`src/rtl/rx_ctrl_pkg.sv`:
```
// rx_ctrl_pkg: shared constants and types for the receive-side block loader.
//   BLOCK_BYTES : bytes per assembled cipher block
//   BLOCK_W     : width of an assembled block in bits
//   state_e     : loader state (FILL collects bytes, HOLD presents a block)
package rx_ctrl_pkg;

  localparam int BLOCK_BYTES = 16;
  localparam int BLOCK_W     = 128;

  typedef enum logic {
    FILL = 1'b0,
    HOLD = 1'b1
  } state_e;

endpackage : rx_ctrl_pkg

```
`src/rtl/rx_block_loader.sv`:
```
// rx_block_loader: pops bytes from rx_fifo and packs them into 128-bit blocks
// for the AES core. A flush emits a zero-padded partial block marked last; an
// abort discards the partial block. A completed block is always delivered.
// Ports:
//   clk           : clock, rising edge
//   n_rst         : synchronous active-low reset
//   fifo_empty    : rx_fifo empty flag
//   fifo_r_data   : rx_fifo head byte (valid when fifo_empty=0)
//   fifo_r_enable : pop request to rx_fifo (combinational)
//   flush         : request end-of-packet emission of the partial block
//   abort         : discard the partial block (ignored while holding)
//   block_data    : assembled block, first byte popped in [127:120]
//   block_valid   : block_data/block_last valid
//   block_ready   : consumer accept
//   block_last    : final block of a flushed packet
//   byte_count    : bytes held in the current block (0..16)
module rx_block_loader
  import rx_ctrl_pkg::state_e;
  import rx_ctrl_pkg::FILL;
  import rx_ctrl_pkg::HOLD;
  import rx_ctrl_pkg::BLOCK_W;
#(
  parameter int BLOCK_BYTES = rx_ctrl_pkg::BLOCK_BYTES
) (
  input  logic               clk,
  input  logic               n_rst,
  input  logic               fifo_empty,
  input  logic [7:0]         fifo_r_data,
  output logic               fifo_r_enable,
  input  logic               flush,
  input  logic               abort,
  output logic [BLOCK_W-1:0] block_data,
  output logic               block_valid,
  input  logic               block_ready,
  output logic               block_last,
  output logic [4:0]         byte_count
);

  localparam logic [4:0] LAST_LANE = 5'(BLOCK_BYTES - 1);

  state_e             state_q, state_d;
  logic [BLOCK_W-1:0] data_q, data_d;
  logic [4:0]         cnt_q, cnt_d;
  logic               last_q, last_d;
  logic               flush_pend_q, flush_pend_d;
  logic               pop_s;

  // Pop only while collecting; abort wins over a pop. Gating with n_rst keeps
  // the FIFO untouched while the loader is held in reset.
  assign pop_s = n_rst & (state_q == FILL) & ~fifo_empty & ~abort;
  assign fifo_r_enable = pop_s;

  assign block_data  = data_q;
  assign block_valid = (state_q == HOLD);
  assign block_last  = last_q;
  assign byte_count  = cnt_q;

  // Next-state and datapath update.
  always_comb begin
    state_d      = state_q;
    data_d       = data_q;
    cnt_d        = cnt_q;
    last_d       = last_q;
    flush_pend_d = flush_pend_q | flush;
    case (state_q)
      FILL: begin
        if (abort) begin
          data_d       = '0;
          cnt_d        = 5'd0;
          flush_pend_d = 1'b0;
        end else if (pop_s) begin
          data_d[BLOCK_W-1-8*int'(cnt_q) -: 8] = fifo_r_data;
          cnt_d = cnt_q + 5'd1;
          if (cnt_q == LAST_LANE) begin
            state_d = HOLD;
            // A flush already pending when the final lane fills closes the
            // packet with this block.
            if (flush_pend_q) begin
              last_d       = 1'b1;
              flush_pend_d = flush;
            end else begin
              last_d = 1'b0;
            end
          end else begin
            state_d = FILL;
          end
        end else if (flush_pend_q && fifo_empty) begin
          // Unwritten lanes are already zero (cleared on handshake/abort),
          // so the partial block goes out padded without extra logic.
          if (cnt_q != 5'd0) begin
            state_d = HOLD;
            last_d  = 1'b1;
          end else begin
            state_d = FILL;
          end
          flush_pend_d = flush;
        end else begin
          state_d = FILL;
        end
      end
      HOLD: begin
        if (block_ready) begin
          state_d = FILL;
          data_d  = '0;
          cnt_d   = 5'd0;
          last_d  = 1'b0;
        end else begin
          state_d = HOLD;
        end
      end
      default: begin
        state_d      = FILL;
        data_d       = '0;
        cnt_d        = 5'd0;
        last_d       = 1'b0;
        flush_pend_d = 1'b0;
      end
    endcase
  end

  // State register with synchronous active-low reset.
  always_ff @(posedge clk) begin
    if (!n_rst) begin
      state_q      <= FILL;
      data_q       <= '0;
      cnt_q        <= 5'd0;
      last_q       <= 1'b0;
      flush_pend_q <= 1'b0;
    end else begin
      state_q      <= state_d;
      data_q       <= data_d;
      cnt_q        <= cnt_d;
      last_q       <= last_d;
      flush_pend_q <= flush_pend_d;
    end
  end

endmodule : rx_block_loader

```
`config.mk`:
```
export PLATFORM = sky130hd
export DESIGN_NAME = rx_block_loader
export DESIGN_NICKNAME = d
export VERILOG_FILES = /design/src/rtl/rx_ctrl_pkg.sv /design/src/rtl/rx_block_loader.sv
export SDC_FILE = /design/constraint.sdc
export NUM_CORES = 1
export LEC_CHECK = 0
export CORE_MARGIN = 1
export CORE_UTILIZATION = 30
export CTS_CLUSTER_SIZE = 8
export DETAILED_ROUTE_END_ITERATION = 10
export PLACE_DENSITY = 0.54
export SLEW_MARGIN = 15
export SYNTH_ARGS = -nofsm -noshare
export SYNTH_HDL_FRONTEND = slang
export SYNTH_SLANG_ARGS = --single-unit
```
`constraint.sdc`:
```
create_clock -name clk -period 2.5 [get_ports clk]
set_input_delay 0.5 -clock clk [delete_from_list [all_inputs] [get_ports clk]]
set_output_delay 0.5 -clock clk [all_outputs]
set_load 0.02 [all_outputs]
```
==> summary.txt, run 1 <==
Yosys cell types: 45
Critical Path Start Type: input port
final core occ: 0.478
P_sw: 1110 uW
DR pass1 iterations: 4
Achievable Freq: 0.417 GHz
CP required: 2.00 ns
CTS tree: built
switching part of the total: 0.220
Clock Sinks: 136
Initial Util: 0.310
I/O pins: 150
Critical Path AT: 1.90 ns
Leak: 0.00266 uW
GR Overflow Total: 0
Final Cycle Share: 0.959
vias in the first global route: 3952
die extent in y: 128 um
Reg power frac: 0.432
Final Non-Filler Cells: 829
fillers: 1440
Critical Path Sink Type: output port
ANT cells: 0
initial DRC count: 247
Final TNS setup: 0 ns
Antenna Nets Post-Route: 0
ys flop type: dfxtp_1
port buffer count: 149
Synth warnings: 0
Cell Int Power: 3940 uW
min-delay worst type: reg -> reg
Placed Cells: 797
Setup violations, final: 0
setup bufs post-CTS: 0
sequential cell area: 2720 um^2
actual slew at the worst max-slew pin: 0.805 ns
CTS max path bufs: 2
worst-path maximum fanout: 2
FF+latch count, synth: 136
reg2reg path depth: 6
Hold Path Origin: block_data[40]
chip width: 128 um
routed wire length: 15600 um
kind of critical path: in -> out
Root Buffer: clkbuf_16
routed len/inst: 18.8 um
initial antenna violation count: 0
die area: 16300 um^2
Clock transition at path regs: 0.06 ns
Final Slew Violations: 0
clock share of power: 0.517
H-tree Lvls: 4
share of layout cells above drive strength 1: 0.139
DP HPWL: 11000 um
DRC: 0
largest net degree at the start of global routing: 18
total track usage: 0.193
pwr dens: 690 nW/um^2
core area: 15300 um^2
multi-input logic area: 1870 um^2
clk_lat worst skew: 0.41 ns
CTS Buf Count: 17
max-cap violations: 0
hold depth: 1
area delta synth->final: 54.1%
via count: 4130
mean post-synth cell area: 11.2 um^2
first-pass GRT wire length: 23400 um
fin nets: 622
outcome: complete, no violations
reg2reg start: block_valid
Site Rows: 45
gpl congestion: 0.820
Worst R2R End: block_data[112]
Comb pwr share: 0.051
Final Hold Vio Count: 0
Mapped Area: 4750 um^2
Final min period: 2.40 ns
Hold Path End: block_data[40]
worst hold slack: 0.466 ns
Syn Inst Count: 424
fraction of registers with async set/reset: 0
EDFF count, synth: 0
Via density: 4.98
Slew HR: 0.459
post-synthesis net count: 441
flop-to-flop setup slack: 0.48 ns
VDD IR-drop max: 0.000587 V
RSZ-0062 raised after global routing: false
sequential area share after synthesis: 0.573
Setup Skew: 0.0102 ns
## cell usage after synthesis, drive strengths merged (2+ instances only)
master / n / area share
a211oi: 2 / 0.0042
a21oi: 8 / 0.0092
a22o: 48 / 0.089
a31oi: 10 / 0.014
and2: 2 / 0.0026
buf: 12 / 0.016
clkbuf: 14 / 0.011
dfxtp: 136 / 0.57
ha: 3 / 0.0079
inv: 8 / 0.0063
nand2: 22 / 0.021
nand2b: 4 / 0.0053
nand3: 16 / 0.017
nand3b: 2 / 0.0032
nor2: 23 / 0.019
nor2b: 4 / 0.0053
nor3: 8 / 0.013
o2111ai: 3 / 0.0055
o211ai: 2 / 0.0032
o2bb2ai: 64 / 0.12
o31ai: 16 / 0.025
or3b: 2 / 0.0037
## through the flow
stage	power [uW]	setup WS (ns)	area [um^2]
6_report	5050	0.102	7320
5_1_grt	5230	0.0203	7320
4_1_cts	5100	0.0946	7320
3_3_place_gp	2480	-0.152	6700
2_1_floorplan	2350	0.583	4750
3_5_place_dp	2490	-0.162	6700
## sequential cells by signal (all words and copies together), names as in the netlist
register	count
block_last	1
flush_pend_q	1
block_valid	1
byte_count	5
block_data	128
## repair_timing
| item | 4_1_cts | 5_1_grt |
|---|---|---|
| gates resized for setup | 1 | 0 |
| endpoints found under the setup margin | 1 | 0 |
| hold buffers | 0 | 0 |
| endpoints found under the hold margin | 0 | 0 |
## layout make-up
type / count / area share
repair buffers: 188 / 0.247
clock inverters: 11 / 0.0197
well taps: 211 / 0.0361
inverters: 8 / 0.00410
multi-input cells: 254 / 0.255
clock buffers: 21 / 0.0657
flip-flops and latches: 136 / 0.372
## power by group through the flow
stage               sequential [uW]  combinational [uW]  clock, uW
finish                         2180                 259       2610
global route                   2180                 275       2770
CTS                            2180                 258       2660
detailed placement             2230                 257          0
global placement               2230                 256          0
floorplan                      2230                 117          0
## layout by cell type (no fill, tap or decap), types with 2 or more instances in the layout
cell             netlist  final
nor2b_1                4      4
buf_12                 0      2
bufinv_16              0      3
nor3_1                 6      6
inv_1                  8      8
o211ai_1               2      2
clkdlybuf4s50_1        0    148
nor3_4                 2      2
clkinv_4               0      2
buf_4                  1     37
o2bb2ai_1             64     64
clkbuf_8               0      4
o2111ai_1              3      3
nand3_1               16     16
dfxtp_1              136    136
o31ai_1               16     16
nand3b_1               2      2
a22o_1                48     48
nand2_1               20     20
a21oi_1                7      7
nand2b_1               4      4
a31oi_1                9      9
clkinv_2               0      4
nor2_1                22     22
clkbuf_16              0     17
or3b_2                 2      2
ha_1                   3      3
and2_1                 2      2
nand2_4                2      2
## worst max-delay path, cell delays in order
cell and delay [ns]:
clkdlybuf4s50_1 0.42, or4b_1 0.55, inv_1 0.09, dlygate4sd2_1 0.33
## logic make-up (layout without fill, tap and decap cells)
family          Yosys count  count (layout)  share of synthesized area
xor+xnor                  1               1                    0.00184
buf+inv                  34             228                     0.0332
compound gates          161             161                      0.284
simple gates             89              89                     0.0998
flops                   136             136                      0.573
fa+ha+maj                 3               3                    0.00790
## worst max path at each step
stage,startpoint,end,slack [ns],cells past startpoint
6_report,abort,fifo_r_enable,0.10,4
5_1_grt,abort,fifo_r_enable,0.02,4
4_1_cts,abort,fifo_r_enable,0.09,4
3_5_place_dp,abort,fifo_r_enable,-0.16,4
3_3_place_gp,abort,fifo_r_enable,-0.15,4
2_1_floorplan,n_rst,block_data[22],0.58,6
## layer usage
layer	global-route usage	wire (um)
met5	0	0
met2	0.296	7250
met3	0.0572	836
met1	0.256	7280
met4	0.0685	251
Power figures use the tool's default switching activity.
==> run 2: changes to the inputs <==
--- a/config.mk
+++ b/config.mk
@@ -6,10 +6,11 @@
 export NUM_CORES = 1
 export LEC_CHECK = 0
 export CORE_MARGIN = 1
-export CORE_UTILIZATION = 30
+export CORE_UTILIZATION = 23
 export CTS_CLUSTER_SIZE = 8
 export DETAILED_ROUTE_END_ITERATION = 10
-export PLACE_DENSITY = 0.54
+export GPL_ROUTABILITY_DRIVEN = 0
+export PLACE_DENSITY = 0.43
 export SLEW_MARGIN = 15
 export SYNTH_ARGS = -nofsm -noshare
 export SYNTH_HDL_FRONTEND = slang
==> run 2 against run 1 <==
Compared with the run above: hold slack got worse by 0.0050 ns; wire length grew 9.4%; non-clock buffer count up 9; combinational power up 7.7%; critical path type unchanged; critical endpoint unchanged; largest power group unchanged; highest routed layer unchanged.
==> summary.txt, run 2 (synthesized netlist as in run 1, its figures left out) <==
I/O pins: 150
Setup Skew: 0.00720 ns
Achievable Freq: 0.416 GHz
initial antenna violation count: 0
post-cts resize count: 1
GR Overflow Total: 0
design area: 7460 um^2
DP HPWL: 11900 um
kind of critical path: in -> out
Final Non-Filler Cells: 897
switching part of the total: 0.234
Final Slew Violations: 0
vias in the first global route: 4263
Comb pwr share: 0.056
outcome: complete, no violations
die area: 21200 um^2
pwr dens: 674 nW/um^2
initial DRC count: 212
most frequent cells in the layout: 148 x clkdlybuf4s50_1, 136 x dfxtp_1, 64 x o2bb2ai_1
ANT cells: 0
routed wire length: 17100 um
Placed Cells: 865
Clock transition at path regs: 0.06 ns
routed len/inst: 19.0 um
commonest non-fill, non-tap cell in the layout: clkdlybuf4s50_1
Placed Area: 6860 um^2
worst hold slack: 0.461 ns
min-delay worst type: reg -> reg
setup bufs post-CTS: 0
Setup violations, final: 0
Slew HR: 0.576
Initial Util: 0.235
worst-path maximum fanout: 2
max-cap violations: 0
total track usage: 0.164
P_sw: 1180 uW
Via density: 4.68
clk_lat worst skew: 0.42 ns
number of hold buffers added after cts: 0
Reg power frac: 0.434
Critical Path Sink Type: output port
via count: 4202
CTS max path bufs: 2
clock share of power: 0.511
Total Power: 5030 uW
Largest register FFs: 128
actual slew at the worst max-slew pin: 0.637 ns
crit-path cells: clkdlybuf4s50_1 > or4b_1 > inv_1 > clkdlybuf4s15_1
core area: 20200 um^2
fin worst setup slack: 0.0949 ns
VDD IR-drop max: 0.000470 V
Site Rows: 52
area delta synth->final: 57.1%
first-pass GRT wire length: 26300 um
chip width: 146 um
Leak: 0.00268 uW
RSZ-0062 raised after global routing: false
fillers: 2024
CTS Buf Count: 17
fin nets: 631
CP required: 2.00 ns
DR pass1 iterations: 4
Clock Sinks: 136
die extent in y: 146 um
share of layout cells above drive strength 1: 0.150
port buffer count: 149
Worst path max stage delay: 0.55 ns
Critical Path Start Type: input port
Critical Path AT: 1.91 ns
Antenna Nets Post-Route: 0
H-tree Lvls: 4
Slowest cell on crit path: or4b_1
Final min period: 2.41 ns
Cell Int Power: 3850 uW
Final Hold Vio Count: 0
largest net degree at the start of global routing: 19
Final Cycle Share: 0.962
post-placement worst setup slack: -0.203 ns
DRC: 0
CTS tree: built
Root Buffer: clkbuf_16
run 2: cell type report:
| class | instances | area, um^2 | area share |
|---|---|---|---|
| inverters | 8 | 30.0 | 0.00402 |
| repair buffers | 197 | 1900 | 0.255 |
| flip-flops and latches | 136 | 2720 | 0.365 |
| well taps | 270 | 338 | 0.0453 |
| clock buffers | 18 | 429 | 0.0575 |
| multi-input cells | 254 | 1870 | 0.251 |
| clock inverters | 14 | 171 | 0.0230 |
run 2: worst max-delay path: cells and delay by family:
family,cells,cell delay (ns)
buffers and inverters,3,0.85
AND/OR/NAND/NOR,1,0.55
run 2: worst paths after layout:
path                       start               to  slack [ns]  cells after the start
setup reg to reg   byte_count[0]  block_data[100]        0.50                      5
hold / removal    block_data[59]   block_data[59]        0.46                      1
setup / recovery           abort    fifo_r_enable        0.09                      4
hold reg to reg   block_data[59]   block_data[59]        0.46                      1
run 2: power groups by stage:
stage	registers, uW	logic (uW)	clock network, uW
floorplan	2230	117	0
global placement	2230	280	0
detailed placement	2230	282	0
CTS	2180	283	2640
global route	2180	301	2740
finish	2180	279	2570
run 2: stage by stage:
stage	util	TNS, ns
after floorplan	-	0
after global placement	0.339	-1.20
after detailed placement	0.339	-3.01
after CTS	0.369	0
after global routing	0.369	0
final	0.369	0
run 2: per-layer routing:
layer  vias to the layer above  wire (um)  part of all wire  track usage
met5                         -          0                 0            0
met4                         0        140            0.0082       0.0426
met3                         6       1010             0.059       0.0502
met2                       131       8030              0.47        0.263
met1                      2052       7890              0.46        0.213
li1                       2013          -                 -            -
==> run 3: changes to the inputs <==
--- a/config.mk
+++ b/config.mk
@@ -10,6 +10,7 @@
 export CTS_CLUSTER_SIZE = 8
 export DETAILED_ROUTE_END_ITERATION = 10
 export GPL_ROUTABILITY_DRIVEN = 0
+export HOLD_SLACK_MARGIN = 0.02
 export PLACE_DENSITY = 0.43
 export SLEW_MARGIN = 15
 export SYNTH_ARGS = -nofsm -noshare
==> results of run 3 <==
No change in the layout: final DEF, timing and power equal those of run 2.
